## src/rtl/floppy_image_server_if.sv

```systemverilog
// floppy_image_server_if: sector handshake towards the track buffer plus the image store port.
// slave is the server side; master is the environment (track buffer and image store).
interface floppy_image_server_if;
  logic [10:0] sd_lba;
  logic [1:0] sd_rd;
  logic [1:0] sd_wr;
  logic sd_busy;
  logic sd_done;
  logic [8:0] sd_addr;
  logic sd_data_en;
  logic [7:0] sd_data_in;
  logic [7:0] sd_data_out;
  logic img_req;
  logic img_we;
  logic [20:0] img_addr;
  logic [7:0] img_wdata;
  logic [7:0] img_rdata;
  logic img_ack;
  modport slave (
    input sd_lba, sd_rd, sd_wr, sd_data_out, img_rdata, img_ack,
    output sd_busy, sd_done, sd_addr, sd_data_en, sd_data_in, img_req, img_we, img_addr, img_wdata
  );
  modport master (
    output sd_lba, sd_rd, sd_wr, sd_data_out, img_rdata, img_ack,
    input sd_busy, sd_done, sd_addr, sd_data_en, sd_data_in, img_req, img_we, img_addr, img_wdata
  );
endinterface

```

## src/rtl/floppy_image_server.sv

```systemverilog
// floppy_image_server: serves 512-byte floppy sector reads/writes byte by byte from a RAM image store.
module floppy_image_server #(
  parameter int MAX_SECTORS = 1600
) (
  input logic clk,
  input logic rst,
  floppy_image_server_if.slave bus
);
  typedef enum logic [2:0] {IDLE, START, RD_REQ, RD_PUSH, WR_ADDR, WR_CAP, WR_REQ, FINISH} state_t;
  localparam logic [11:0] MAX = 12'(MAX_SECTORS);
  state_t state, nxt;
  logic drv, wr, oor, hit, last;
  logic [10:0] lba;
  logic [8:0] cnt;
  logic [7:0] rbyte, wbyte;
  assign hit = |{bus.sd_rd, bus.sd_wr};
  assign last = cnt == 9'd511;
  always_ff @(posedge clk or negedge rst)
    if (!rst) state <= IDLE;
    else state <= nxt;
  always_comb begin
    nxt = state;
    case (state)
      IDLE:    nxt = hit ? START : IDLE;
      START:   nxt = wr ? WR_ADDR : RD_REQ;
      RD_REQ:  nxt = (oor || bus.img_ack) ? RD_PUSH : RD_REQ;
      RD_PUSH: nxt = last ? FINISH : RD_REQ;
      WR_ADDR: nxt = WR_CAP;
      WR_CAP:  nxt = !oor ? WR_REQ : last ? FINISH : WR_ADDR;
      WR_REQ:  nxt = !bus.img_ack ? WR_REQ : last ? FINISH : WR_ADDR;
      default: nxt = IDLE;
    endcase
  end
  // drive select encodes rd[0] > rd[1] > wr[0] > wr[1]
  always_ff @(posedge clk or negedge rst)
    if (!rst) begin
      drv <= 1'b0;
      wr <= 1'b0;
      oor <= 1'b0;
      lba <= '0;
      cnt <= '0;
      rbyte <= '0;
      wbyte <= '0;
    end else
      case (state)
        IDLE:
          if (hit) begin
            drv <= !bus.sd_rd[0] && (bus.sd_rd[1] || !bus.sd_wr[0]);
            wr <= !(|bus.sd_rd);
            lba <= bus.sd_lba;
            oor <= {1'b0, bus.sd_lba} >= MAX;
            cnt <= '0;
          end
        RD_REQ:
          if (oor) rbyte <= '0;
          else if (bus.img_ack) rbyte <= bus.img_rdata;
        RD_PUSH: if (!last) cnt <= cnt + 9'd1;
        WR_CAP: begin
          wbyte <= bus.sd_data_out;
          if (oor && !last) cnt <= cnt + 9'd1;
        end
        WR_REQ: if (bus.img_ack && !last) cnt <= cnt + 9'd1;
        default: ;
      endcase
  always_comb begin
    bus.sd_busy = state != IDLE && state != FINISH;
    bus.sd_done = state == FINISH;
    bus.sd_data_en = state == RD_PUSH;
    bus.sd_addr = bus.sd_busy ? cnt : '0;
    bus.sd_data_in = state == RD_PUSH ? rbyte : '0;
    bus.img_req = (state == RD_REQ && !oor) || state == WR_REQ;
    bus.img_we = state == WR_REQ;
    bus.img_addr = bus.img_req ? {drv, lba, cnt} : '0;
    bus.img_wdata = bus.img_we ? wbyte : '0;
  end
endmodule

```

## src/flat_wrapper.sv

```systemverilog
// flat-port wrapper written by rule: the top's interface ports become plain ports
module floppy_image_server_flat 
#(
  parameter int MAX_SECTORS = 1600
)
  (clk, rst, bus_sd_lba, bus_sd_rd, bus_sd_wr, bus_sd_data_out, bus_img_rdata, bus_img_ack, bus_sd_busy, bus_sd_done, bus_sd_addr, bus_sd_data_en, bus_sd_data_in, bus_img_req, bus_img_we, bus_img_addr, bus_img_wdata);
  floppy_image_server_if bus_i ();
  input logic clk;
  input logic rst;
  input wire logic [$bits(bus_i.sd_lba)-1:0] bus_sd_lba;
  input wire logic [$bits(bus_i.sd_rd)-1:0] bus_sd_rd;
  input wire logic [$bits(bus_i.sd_wr)-1:0] bus_sd_wr;
  input wire logic [$bits(bus_i.sd_data_out)-1:0] bus_sd_data_out;
  input wire logic [$bits(bus_i.img_rdata)-1:0] bus_img_rdata;
  input wire logic [$bits(bus_i.img_ack)-1:0] bus_img_ack;
  output wire logic [$bits(bus_i.sd_busy)-1:0] bus_sd_busy;
  output wire logic [$bits(bus_i.sd_done)-1:0] bus_sd_done;
  output wire logic [$bits(bus_i.sd_addr)-1:0] bus_sd_addr;
  output wire logic [$bits(bus_i.sd_data_en)-1:0] bus_sd_data_en;
  output wire logic [$bits(bus_i.sd_data_in)-1:0] bus_sd_data_in;
  output wire logic [$bits(bus_i.img_req)-1:0] bus_img_req;
  output wire logic [$bits(bus_i.img_we)-1:0] bus_img_we;
  output wire logic [$bits(bus_i.img_addr)-1:0] bus_img_addr;
  output wire logic [$bits(bus_i.img_wdata)-1:0] bus_img_wdata;
  assign bus_i.sd_lba = bus_sd_lba;
  assign bus_i.sd_rd = bus_sd_rd;
  assign bus_i.sd_wr = bus_sd_wr;
  assign bus_i.sd_data_out = bus_sd_data_out;
  assign bus_i.img_rdata = bus_img_rdata;
  assign bus_i.img_ack = bus_img_ack;
  assign bus_sd_busy = bus_i.sd_busy;
  assign bus_sd_done = bus_i.sd_done;
  assign bus_sd_addr = bus_i.sd_addr;
  assign bus_sd_data_en = bus_i.sd_data_en;
  assign bus_sd_data_in = bus_i.sd_data_in;
  assign bus_img_req = bus_i.img_req;
  assign bus_img_we = bus_i.img_we;
  assign bus_img_addr = bus_i.img_addr;
  assign bus_img_wdata = bus_i.img_wdata;
  floppy_image_server #(.MAX_SECTORS(MAX_SECTORS)) u_core (.clk(clk), .rst(rst), .bus(bus_i));
endmodule
```

## config.mk

```make
export PLATFORM = sky130hd
export DESIGN_NAME = floppy_image_server_flat
export DESIGN_NICKNAME = d
export VERILOG_FILES = /design/src/rtl/floppy_image_server_if.sv /design/src/rtl/floppy_image_server.sv /design/src/flat_wrapper.sv
export SDC_FILE = /design/constraint.sdc
export NUM_CORES = 1
export LEC_CHECK = 0
export BUFFER_PORTS_ARGS = -buffer_cell sky130_fd_sc_hd__buf_2
export CELL_PAD_IN_SITES_DETAIL_PLACEMENT = 2
export CELL_PAD_IN_SITES_GLOBAL_PLACEMENT = 2
export CORE_AREA = 4 4 95 97
export DETAILED_ROUTE_END_ITERATION = 10
export DIE_AREA = 0 0 99 101
export PLACE_DENSITY = 0.84
export SETUP_SLACK_MARGIN = 0.5
export SLEW_MARGIN = 5
export SYNTH_ARGS = -nofsm -noshare
export SYNTH_HDL_FRONTEND = slang
export SYNTH_SLANG_ARGS = --single-unit
```

## constraint.sdc

```tcl
create_clock -name clk -period 2.7 [get_ports clk]
set_input_delay 0.405 -clock clk [delete_from_list [all_inputs] [get_ports clk]]
set_output_delay 0.405 -clock clk [all_outputs]
set_load 0.02 [all_outputs]
```

==> results of run 1 <==
## power by group through the flow
stage	clock network [uW]	registers (uW)	logic, uW
after CTS	458	791	454
after detailed placement	0	803	450
final	427	787	469
after floorplan	0	770	294
after global routing	485	804	513
after global placement	0	793	435
## cells in the final DEF, fill, tap and decap left out, types with 2 or more instances in the layout
master	netlist	layout
sky130_fd_sc_hd__and2_1	47	47
sky130_fd_sc_hd__nand2_1	52	52
sky130_fd_sc_hd__nor2_4	1	2
sky130_fd_sc_hd__nand2b_1	9	9
sky130_fd_sc_hd__clkbuf_8	0	6
sky130_fd_sc_hd__nor2b_1	2	2
sky130_fd_sc_hd__a211o_1	6	6
sky130_fd_sc_hd__a21oi_1	3	3
sky130_fd_sc_hd__o21ai_0	13	13
sky130_fd_sc_hd__nor2_1	5	4
sky130_fd_sc_hd__mux2_4	8	8
sky130_fd_sc_hd__and3_1	7	7
sky130_fd_sc_hd__nand4b_1	2	2
sky130_fd_sc_hd__dfrtp_1	42	37
sky130_fd_sc_hd__nor3b_2	2	2
sky130_fd_sc_hd__nand3_1	7	7
sky130_fd_sc_hd__nor3_2	5	5
sky130_fd_sc_hd__dfrtp_2	0	5
sky130_fd_sc_hd__o21a_1	2	2
sky130_fd_sc_hd__o311ai_0	2	2
sky130_fd_sc_hd__buf_2	4	84
sky130_fd_sc_hd__buf_4	4	6
## state kept, by name, summed over array words and instances (netlist names)
signal and count:
u_core.cnt 9, u_core.rbyte 8, u_core.wbyte 8, u_core.lba 11, u_core.wr 1, u_core.state 3
u_core.oor 1, u_core.drv 1
## layer usage
layer  wire length, um  vias to the layer above  global-route usage (%)
met5                 0                        -                       0
met4                89                        0                    4.41
met3               334                        5                    2.98
met2              3500                       52                    23.9
met1              3020                     1005                    17.4
li1                  -                      988                       -
## area by class of cell
cell class,count,area (um^2),area share [%]
Clock buffer,7,86.3,2.90
Clock inverter,1,5.00,0.168
Tap cell,105,131,4.41
Sequential cell,42,1060,35.5
Inverter,1,3.75,0.126
Timing Repair Buffer,91,477,16.0
Multi-Input combinational cell,190,1220,40.9
## worst paths after layout
check	depth (start not counted)	end	startpoint	slack [ps]
setup / recovery	8	u_core.cnt[6]$_DFFE_PN0P_	u_core.cnt[0]$_DFFE_PN0P_	580
hold / removal	1	u_core.rbyte[4]$_DFFE_PN0P_	rst	260
setup reg to reg	8	u_core.cnt[6]$_DFFE_PN0P_	u_core.cnt[0]$_DFFE_PN0P_	580
hold reg to reg	2	u_core.lba[5]$_DFFE_PN0P_	u_core.lba[5]$_DFFE_PN0P_	480
max in group asynchronous	1	u_core.state[0]$_DFF_PN0_	rst	1750
min in group clk	3	u_core.lba[5]$_DFFE_PN0P_	bus_sd_lba[5]	300
## stage by stage
stage	setup slack (ps)	hold WS (ps)	cell area (um^2)	util (%)	power [uW]
after detailed placement	247	462	2810	34.6	1250
after CTS	504	286	2930	36.0	1700
after floorplan	655	109	2320	-	1060
final	582	262	2980	36.6	1680
after global placement	352	450	2810	34.6	1230
after global routing	454	296	2980	36.6	1800
## what timing repair did
item                       in CTS  in global routing
setup endpoints to repair      48                 44
resized for setup              10                  3
setup buffers                   0                  6
## logic make-up (layout without fill, tap and decap cells)
group / after synthesis / count (layout) / share of synthesized area [%]
adders and majority gates: 2 / 2 / 1.08
DFF: 42 / 42 / 45.3
muxes: 9 / 9 / 5.61
AOI/OAI and AO/OA: 30 / 30 / 9.07
buffers and inverters: 13 / 100 / 2.97
and+or+nand+nor: 149 / 149 / 35.9
==> results.txt, run 1 <==
The flow ran to the end, and the final reports show no timing, DRC or antenna violations. The clock latency on the worst-skew pair came out at slightly below 300 ps. In the synthesized netlist the dominant register cell turns out to be sky130_fd_sc_hd__dfrtp_1. For this design the ratio of total power to cell area is approximately 560 nW/um^2. The shortest period the worst path allows is approximately 2100 ps. The fill cell instance count of the final layout is 940. Setup repair after global routing could not meet its margin everywhere.

The detailed-route wire length per cell came out at 15.9 um. The residual antenna-violating net count after detailed routing came out at 0. The horizontal extent of the die came out at between 90 and 100 um. The analysis attributes to cell leakage a power of approximately 0.0016 uW. The number of distinct library cell variants in the gate-level netlist after synthesis came out at 37. The number of global-route vias before repair came out at ~2.2k. The die is just over 100 um tall. Clock-pin slew was measured on the worst setup and hold paths at roughly 80 ps. The largest vdd supply drop came out at around 0.00024 V. Yosys instantiated no cell more often than sky130_fd_sc_hd__nand2_1. The post-synthesis instance total is roughly 250. The part of the power in combinational logic came out at ~28%. The number of endpoints failing setup at the final stage came out at 0. The largest single stage delay on the critical path is ~400 ps. The fmax is 472 MHz. Summed over all failing endpoints, the final setup total negative slack is 0 ps. Summed over all layers, the routed wires come to a little under 7000 um. The share of layout cells above drive strength 1 came out at 38.6%. The number of hold buffers added after cts came out at 0. The total clock buffers created by CTS came out at 5.

The buffering stage count on the worst path with inverters included is 0. The data required time at the worst endpoint is 2880 ps. Dividing the detail-routed via count by the number of cells gives ~4.7. The slowest cell on the critical path is sky130_fd_sc_hd__dfrtp_2. The count of H-tree levels built during CTS came out at 2. The critical path in this run is classified as flip-flop to flip-flop.

The number of placed instances, taps included, is 423. Sorting the synthesized cells by area gives the leading types as sky130_fd_sc_hd__dfrtp_1 45%, sky130_fd_sc_hd__and2_1 13%, sky130_fd_sc_hd__nand2_1 8.4%, sky130_fd_sc_hd__mux2_4 5.2%, sky130_fd_sc_hd__o21ai_0 2.8%. The largest total area in the synthesized netlist belongs to sky130_fd_sc_hd__dfrtp_1. The count of yosys warnings during synthesis is 0. The internal power is about 1100 uW.

The maximum fanout count along the critical path is 8. The violation count after the first detailed-route iteration came out at a little over 50. The reported max-cap violation count is 0.

The fraction of post-synthesis cell area in the top cell type by area came out at 45.3%. The part of the Yosys area used for sequential elements is 45.3%. The row count came out at 33. The cell at the root of the clock tree is sky130_fd_sc_hd__clkbuf_8. The final instance count without filler cells came out at 437. The cell area after synthesis came out at 2320 um^2. Input and output buffers added on the ports amount to 84. The net count of the finished layout is ~370. By count the netlist is led by 52 x sky130_fd_sc_hd__nand2_1, 47 x sky130_fd_sc_hd__and2_1, 42 x sky130_fd_sc_hd__dfrtp_1.

The element type at the critical path end is a flip-flop. STA classifies the critical path startpoint as a flip-flop. The switching share of power came out at 34.3%. The fraction of the cycle the final worst path needs is around four fifths.

The count of flip-flops with a built-in enable after synthesis came out at 0. On the final layout, the worst clock skew is ~5.3 ps. The actual slew at the worst max-slew pin is ~1100 ps.

The average instance in the mapped netlist occupies between 9 and 10 um^2. The fraction of synthesis flops using an asynchronous set or reset pin is 100%. The final hold violation count came to 0. The share of total power in the clock network came out at 25.4%. The die covers 10000 um^2. The number of clock sinks came out at 42. The first global-routing pass estimated roughly 11000 um of wire. Measured against its own limit, the worst slew margin works out to between 20% and 30%. The overall global routing resource usage came out at about 14%. TritonCTS built the clock tree. Summed over all nets, the half-perimeter wirelength after detailed placement is between 5000 and 6000 um. The area growth from synthesis to final layout came out at 28.5%. The number of antenna cells inserted came out at 0.

The kind of cell with the highest combined delay along the critical path is simple AND/OR/NAND/NOR gates. The number of nets in the synthesized netlist is 281. In this run the standard cell core region covers slightly above 8000 um^2. The switching component of the power came out at 577 uW. The initial antenna violation count is 0. The via count is approximately 2k.

Entering global routing, the biggest net connects 43 pins. The tightest min-delay check is of the input port to asynchronous set/reset pin type. Summed over all layers, the global routing overflow is 0. The iteration count of the initial detailed-routing pass came out at 4.

The final weighted congestion of routability-driven global placement came out at ~0.76. The flop and latch count out of synthesis came out at 42. The top-level port count came out at between 80 and 90. The critical path goes through ha_1 -> nand3_1 -> or2_4 -> nor2_1 -> ha_2 -> a31oi_4 -> and3_1 -> a211o_1.

The effective utilization at floorplan is approximately 29%. The sequential share of power is between 40% and 50%. The number of max-slew violations in the final report is 0. After detailed routing, the number of remaining DRC violations is 0.

The number of buffers on the longest clock path came out at 2. The critical path data arrival time is roughly 2300 ps.
Power figures use the tool's default switching activity.
==> run 2: changes to the inputs <==
==> constraint.sdc (replaced) <==
create_clock -name clk -period 2.1 [get_ports clk]
set_input_delay 0.315 -clock clk [delete_from_list [all_inputs] [get_ports clk]]
set_output_delay 0.315 -clock clk [all_outputs]
set_load 0.02 [all_outputs]
==> run 2 against run 1 <==
Sequential share of layout area down 7.0 points. Largest power group is now combinational logic. Design area up 24%. Critical path type is now flip-flop to output pin. Count of clock-buffer cells in the layout fell by 2. Cell count rose by 8.9%.
==> results.txt, run 2 (synthesized netlist as in run 1, its figures left out) <==
The overall power came out at 2560 uW (+52%). The run finished with clean final reports. In this run the critical register-to-register path is launched from u_core.cnt[1]$_DFFE_PN0P_. The critical path data arrival time is 1630 ps (-670 ps).

The number of global-route vias before repair is 2599 (+18%). The largest register by flop count is u_core.lba. The die span in y came to 101 um (unchanged). The overall global routing resource usage came out at 18.4% (+4.5 points).

The sequential share of power came out at 38.6% (-8.2 points). The fraction of the cycle the final worst path needs is 92.8%. The violation count after the first detailed-route iteration was 59 (+16%). The final worst clock skew came out at 11.4 ps (+6.15 ps). Counting instances, the worst hold path has a depth of 3. The row count is 33 (unchanged). The reported max-cap violation count is 0 (unchanged). The top-level port count was 85 (unchanged). In the layout the commonest cells are 51 x sky130_fd_sc_hd__nand2_1, 51 x sky130_fd_sc_hd__buf_2, 42 x sky130_fd_sc_hd__buf_6, 39 x sky130_fd_sc_hd__dfrtp_1, 34 x sky130_fd_sc_hd__buf_4.

The net total in the final layout is 407 (+11%). The number of endpoints failing setup at the final stage is 0 (unchanged). The final weighted congestion of routability-driven global placement is 0.758 (+0.36%). The static leakage came out at 0.00192 uW (+17%). The core footprint is 8130 um^2 (unchanged). The remaining routing DRC violations was 0 (unchanged).

The data required time at the worst endpoint came out at 1780 ps (-1100 ps). The worst path needs about 2000 ps of the cycle, external delays included. The finished layout cell area came to 3700 um^2 (+24%). The via count was 2294 (+12%). The horizontal extent of the die is 99 um (unchanged). The largest vdd supply drop came out at 0.000402 V (+71%).

STA classifies the critical path startpoint as a flip-flop. The total clock buffers created by CTS came out at 5 (unchanged). The area growth from synthesis to final layout is 59.7%. The internal power is 1670 uW (+51%). The cell sitting at the root of the clock tree is a sky130_fd_sc_hd__clkbuf_8. The HPWL after detailed placement came out at 5560 um (+11%). The share of layout cells above drive strength 1 is 56.9% (+18 points). In this run the most critical hold path is launched from bus_sd_lba[4]. The total length of routed wires came out at 9360 um (+35%).

The total power density per cell area is 691 nW/um^2 (+22%). The count of H-tree levels built during CTS came out at 2 (unchanged). The endpoint with the worst hold slack is u_core.lba[4]$_DFFE_PN0P_. The overall die area came out at 10000 um^2 (unchanged). The flip-flop count of the largest register after layout is 11 (unchanged). The CTS tree is built. The capture point of the worst reg-to-reg path is u_core.cnt[6]$_DFFE_PN0P_. The part of the power in combinational logic is 41.5% (+14 points).

Setup repair after global routing could not meet its margin everywhere. The final hold violation count came out at 0 (unchanged). The fmax is 513 MHz. The number of buffers on the longest clock path is 2 (unchanged). The number of cells on the worst reg-to-reg path is 8 (unchanged). The actual slew at the worst max-slew pin came out at 451 ps (-632 ps). The worst setup slack for register-to-register paths is 170 ps (-410 ps). The share of total power in the clock network came out at 19.9% (-5.5 points). The number of antenna cells inserted is 0 (unchanged). The worst relative slew slack is 69.9% (+42 points). The largest registers in the layout are u_core.lba x11, u_core.cnt x9. The switching share of power came out at 34.7% (+0.42 points).

The iteration count of the initial detailed-routing pass is 4 (unchanged). The wire length of the first global-routing pass came to 14400 um (+30%). The maximum fanout count along the critical path is 8 (unchanged). The minimum setup slack after placement is -45.8 ps (-293 ps).

The worst setup slack after layout is 152 ps (-430 ps). The placed cell area is 2940 um^2 (+4.6%). The critical path is of the flip-flop to output pin type. The path class of the tightest hold or removal check is input port to flip-flop. The element type at the critical path end is an output pin. The switching component of the power came out at 889 uW (+54%). The residual antenna-violating net count after detailed routing was 0 (unchanged).

The number of max-slew violations in the final report was 0 (unchanged). The number of clock sinks is 42 (unchanged). The pin count of the biggest net entering global routing came out at 27 (-37%). The total negative slack for setup checks came to 0 ps (unchanged). The clock transition time at the flip-flop clock pins of the worst setup and hold paths came out at 80 ps (about the same). The detailed-route wire length per cell was 19.7 um (+24%).

The clock latency on the worst-skew pair came to 300 ps (about the same). The initial antenna violation count is 0 (unchanged). The number of buffers added on ports came out at 84 (unchanged). The effective utilization at floorplan is 28.5% (unchanged). The via density per instance came out at 4.82 (+2.7%). The fill cell instance count of the final layout is 913 (-2.9%). The overall overflow remaining after global route is 0 (unchanged).
-- run 2: worst max-delay path, cell delays in order (launching register included) --
cell                      delay, ps
sky130_fd_sc_hd__dfrtp_2        490
sky130_fd_sc_hd__buf_4          170
sky130_fd_sc_hd__buf_6          110
sky130_fd_sc_hd__and3b_2        250
sky130_fd_sc_hd__and2_1         170
sky130_fd_sc_hd__buf_2          150
-- run 2: repair_timing --
action / CTS / global route
cloned: 2 / 0
resized for setup: 108 / 26
setup endpoints to repair: 84 / 82
hold endpoints to repair: 16 / 0
hold buffers: 1 / 0
pin swaps: 30 / 17
setup buffers: 22 / 9
-- run 2: final cells by class --
type	count	area [um^2]	share of cell area (%)
clock buffer	5	68.8	1.86
clock inverter	2	10.0	0.270
inverter	1	3.75	0.101
multi-input combinational	191	1410	38.0
sequential	42	1050	28.5
tap	105	131	3.55
timing repair buffer	130	1030	27.8
-- run 2: layer usage --
metal	global-route usage [%]	routed length, um	vias to the layer above
li1	-	-	1072
met1	20.4	3650	1147
met2	35.0	5070	62
met3	4.15	457	13
met4	5.36	186	0
met5	0	0	-
-- run 2: power groups by stage --
stage | combinational [uW] | clock (uW) | sequential [uW]
after floorplan | 415 | 0 | 996
after global placement | 712 | 0 | 979
after detailed placement | 746 | 0 | 989
after CTS | 979 | 529 | 977
after global routing | 1130 | 581 | 1000
final | 1060 | 510 | 987
-- run 2: worst max-delay path by stage --
stage / cells past startpoint / startpoint / slack [ps] / to
CTS: 6 / u_core.state[2]$_DFF_PN0_ / 220 / bus_img_addr[14]
floorplan: 9 / u_core.cnt[0]$_DFFE_PN0P_ / 190 / u_core.cnt[4]$_DFFE_PN0P_
finish: 5 / u_core.state[2]$_DFF_PN0_ / 150 / bus_img_wdata[5]
detailed placement: 9 / u_core.cnt[0]$_DFFE_PN0P_ / -50 / u_core.cnt[6]$_DFFE_PN0P_
global route: 6 / u_core.state[2]$_DFF_PN0_ / 60 / bus_img_addr[3]
global placement: 9 / u_core.cnt[1]$_DFFE_PN0P_ / 80 / u_core.cnt[5]$_DFFE_PN0P_
-- run 2: through the flow --
| step | hold WS [ps] | std cells | util (%) |
|---|---|---|---|
| 5_1_grt | 210 | 476 | 45.5 |
| 4_1_cts | 204 | 467 | 43.7 |
| 2_1_floorplan | 19.4 | 245 | - |
| 3_5_place_dp | 287 | 435 | 36.2 |
| 6_report | 208 | 476 | 45.5 |
| 3_3_place_gp | 269 | 435 | 36.2 |
==> run 3: changes to the inputs <==
--- a/config.mk
+++ b/config.mk
@@ -8,10 +8,10 @@
 export BUFFER_PORTS_ARGS = -buffer_cell sky130_fd_sc_hd__buf_2
 export CELL_PAD_IN_SITES_DETAIL_PLACEMENT = 2
 export CELL_PAD_IN_SITES_GLOBAL_PLACEMENT = 2
-export CORE_AREA = 4 4 95 97
+export CORE_AREA = 4 4 100 102
 export DETAILED_ROUTE_END_ITERATION = 10
-export DIE_AREA = 0 0 99 101
-export PLACE_DENSITY = 0.84
+export DIE_AREA = 0 0 104 106
+export PLACE_DENSITY = 0.8
 export SETUP_SLACK_MARGIN = 0.5
 export SLEW_MARGIN = 5
 export SYNTH_ARGS = -nofsm -noshare
==> constraint.sdc (replaced) <==
create_clock -name clk -period 1.6 [get_ports clk]
set_input_delay 0.24 -clock clk [delete_from_list [all_inputs] [get_ports clk]]
set_output_delay 0.24 -clock clk [all_outputs]
set_load 0.02 [all_outputs]
==> run 3 against run 2 <==
The run now ends with setup timing left. Routed wire length grew 17%. Sequential share of layout area shrank 4.9 points. Clock power grew 76%. Power grew 45%. Core utilization grew 3.5 points. Sequential cell count is the same. Largest power group unchanged. Critical path depth grew 1. Non-clock buffer count grew 34. Highest routed layer unchanged. Die area grew 10%. First-iteration DRC count grew 24%. Register-to-register slack lost 530 ps. Clock skew grew 5.7 ps.
==> results.txt, run 3 (synthesized netlist as in run 1, its figures left out) <==
The core utilization of the finished layout is 49.1% (+3.5 points). The initial antenna violation count came out at 0 (unchanged). The library cell used most frequently in the layout, excluding fill and tap cells, is sky130_fd_sc_hd__buf_6. The actual slew at the worst max-slew pin came out at 558 ps (+107 ps). The remaining routing DRC violations came out at 0 (unchanged). The net total in the final layout is 442 (+8.6%).

The detailed-route wire length per cell is 21.2 um (+7.6%). The core footprint came out at 9110 um^2 (+12%). The total power density per cell area is 833 nW/um^2 (+21%). The via density per instance is 4.78 (-0.86%). The residual antenna-violating net count after detailed routing came out at 0 (unchanged). The finished layout cell area came to 4470 um^2 (+21%). The checks that failed: setup timing. The placed instance count was 459 (+5.5%). The reported max-cap violation count was 0 (unchanged).

The overall global routing resource usage came out at 17.3% (-1.2 points). Setup repair after global routing could not meet its margin everywhere. The largest register by flop count is u_core.lba. The count of H-tree levels built during CTS was 2 (unchanged).

The via count is 2475 (+7.9%). The overall die area came out at 11000 um^2 (+10%). The number of antenna cells inserted came out at 0 (unchanged). The run finished, with violations left. Timing would allow up to approximately 500 MHz. The data required time at the worst endpoint came out at 1800 ps (+20 ps).

The static leakage came out at 0.00226 uW (+18%). The horizontal extent of the die came to 104 um (+5.1%). The number of clock sinks is 42 (unchanged). The worst relative slew slack came out at 62.3% (-7.6 points). STA classifies the critical path endpoint as a flip-flop.

The number of endpoints failing setup at the final stage was 84 (+84). The maximum fanout count along the critical path came out at 8 (unchanged). The clock transition time at the flip-flop clock pins of the worst setup and hold paths is 100 ps (+20 ps). The row count came out at 35 (+6.1%). The cell at the root of the clock tree is sky130_fd_sc_hd__clkbuf_8. The total length of routed wires is 11000 um (+17%).

The buffering stage count on the worst path with inverters included came out at 2 (-1). The total clock buffers created by CTS is 5 (unchanged). The overall overflow remaining after global route came to 0 (unchanged).

The final worst clock skew is 17.1 ps (+5.68 ps). The maximum single-stage delay on the critical path came to 460 ps (-30 ps). STA classifies the critical path startpoint as a flip-flop. The HPWL after detailed placement is 5410 um (-2.8%). The wire length of the first global-routing pass is 15100 um (+5.1%). The largest vdd supply drop came out at 0.000670 V (+67%). The top-level port count was 85 (unchanged). The share of layout cells above drive strength 1 came out at 72.0% (+15 points). In the finished design, the share of the clock period the worst path needs comes to 123%. The number of max-slew violations in the final report came out at 0 (unchanged). Grouping stages by cell kind, the critical path spends the most delay in compound AO/OA/AOI/OAI gates. The violation count after the first detailed-route iteration came out at 73 (+24%). The final hold violation count came to 0 (unchanged). The final instance count without filler cells was 518 (+8.8%).

The pin count of the biggest net entering global routing is 43 (+59%). The critical path data arrival time came out at 2160 ps (+530 ps). The number of global-route vias before repair is 2762 (+6.3%). The worst setup path is of the flip-flop to flip-flop kind. The flip-flop count of the largest register after layout came out at 11 (unchanged). The die span in y is 106 um (+5.0%). The clock latency on the worst-skew pair came to 310 ps (about the same). The slowest cell on the critical path is sky130_fd_sc_hd__dfrtp_2. From synthesis to final layout, the design area changed by 92.8%.

The placed cell area is 3190 um^2 (+8.5%). The shortest period the worst path allows came out at between 1500 and 2000 ps. The number of buffers on the longest clock path is 2 (unchanged). The iteration count of the initial detailed-routing pass came to 4 (unchanged). The class of the tightest hold or removal check is input port to flip-flop. The worst hold margin came out at 131 ps (-76.8 ps). The effective utilization at floorplan was 25.5% (-3.1 points). The total negative slack for setup checks came out at -18970 ps (-18970 ps). The worst setup slack after layout is -363 ps (-515 ps). Traced cell by cell, the critical path runs through buf_4 -> nand4b_1 -> a31oi_4 -> buf_6 -> nor2_4 -> a211o_1. Leaving out fill and tap cells, the most frequent cells in the layout are 78 x sky130_fd_sc_hd__buf_6, 40 x sky130_fd_sc_hd__buf_4, 39 x sky130_fd_sc_hd__and2_4, 39 x sky130_fd_sc_hd__dfrtp_1, 34 x sky130_fd_sc_hd__buf_2. The final weighted congestion of routability-driven global placement was 0.742 (-2.1%). The number of buffers added on ports came out at 84 (unchanged). In the final layout, the registers with the most flip-flops are u_core.lba x11, u_core.cnt x9. TritonCTS built the clock tree.
## run 3: final timing paths
path	start	to	slack, ps	cells past startpoint
min in group asynchronous	rst	u_core.rbyte[2]$_DFFE_PN0P_	440	3
worst max-delay path	u_core.state[1]$_DFF_PN0_	u_core.cnt[4]$_DFFE_PN0P_	-360	6
worst max register to register	u_core.state[1]$_DFF_PN0_	u_core.cnt[4]$_DFFE_PN0P_	-360	6
max in group asynchronous	rst	u_core.state[2]$_DFF_PN0_	920	3
worst min-delay path	bus_sd_lba[4]	u_core.lba[4]$_DFFE_PN0P_	130	3
worst min register to register	u_core.rbyte[5]$_DFFE_PN0P_	u_core.rbyte[5]$_DFFE_PN0P_	490	2
## run 3: worst reg2reg max path: cells and delay by family (launching register included)
kind / cells / cell delay (ps)
AO/OA/AOI/OAI: 2 / 690
buffers and inverters: 2 / 320
flip-flops: 1 / 460
AND/OR/NAND/NOR: 2 / 390
## run 3: power breakdown
| part | internal (uW) | switching [uW] | total [uW] |
|---|---|---|---|
| clock | 465 | 431 | 897 |
| sequential | 1170 | 91.4 | 1270 |
| combinational | 833 | 729 | 1560 |
## run 3: layout make-up
| type | count | area, um^2 |
|---|---|---|
| Fill cell | 953 | 4640 |
| Multi-Input combinational cell | 192 | 1580 |
| Timing Repair Buffer | 164 | 1580 |
| Tap cell | 111 | 139 |
| Inverter | 1 | 3.75 |
| Clock inverter | 3 | 45.0 |
| Sequential cell | 42 | 1050 |
| Clock buffer | 5 | 68.8 |
## run 3: what timing repair did
action,CTS,global route
resized for setup,166,53
hold endpoints to repair,42,0
gates cloned,5,3
hold buffers,1,0
pin swaps,35,34
setup buffers,27,15
setup endpoints to repair,93,93
## run 3: stage by stage
stage	setup slack [ps]	power [uW]
floorplan	-305	1900
global placement	-260	2310
detailed placement	-379	2360
CTS	-309	3590
global route	-465	3910
finish	-363	3730
## run 3: layer usage
metal  GRT usage (%)  vias up  part of all wire (%)
li1                -     1146                     -
met1            20.0     1244                    40
met2            33.0       69                    54
met3            3.76       16                   3.4
met4            2.94        0                   2.6
met5               0        -                     0
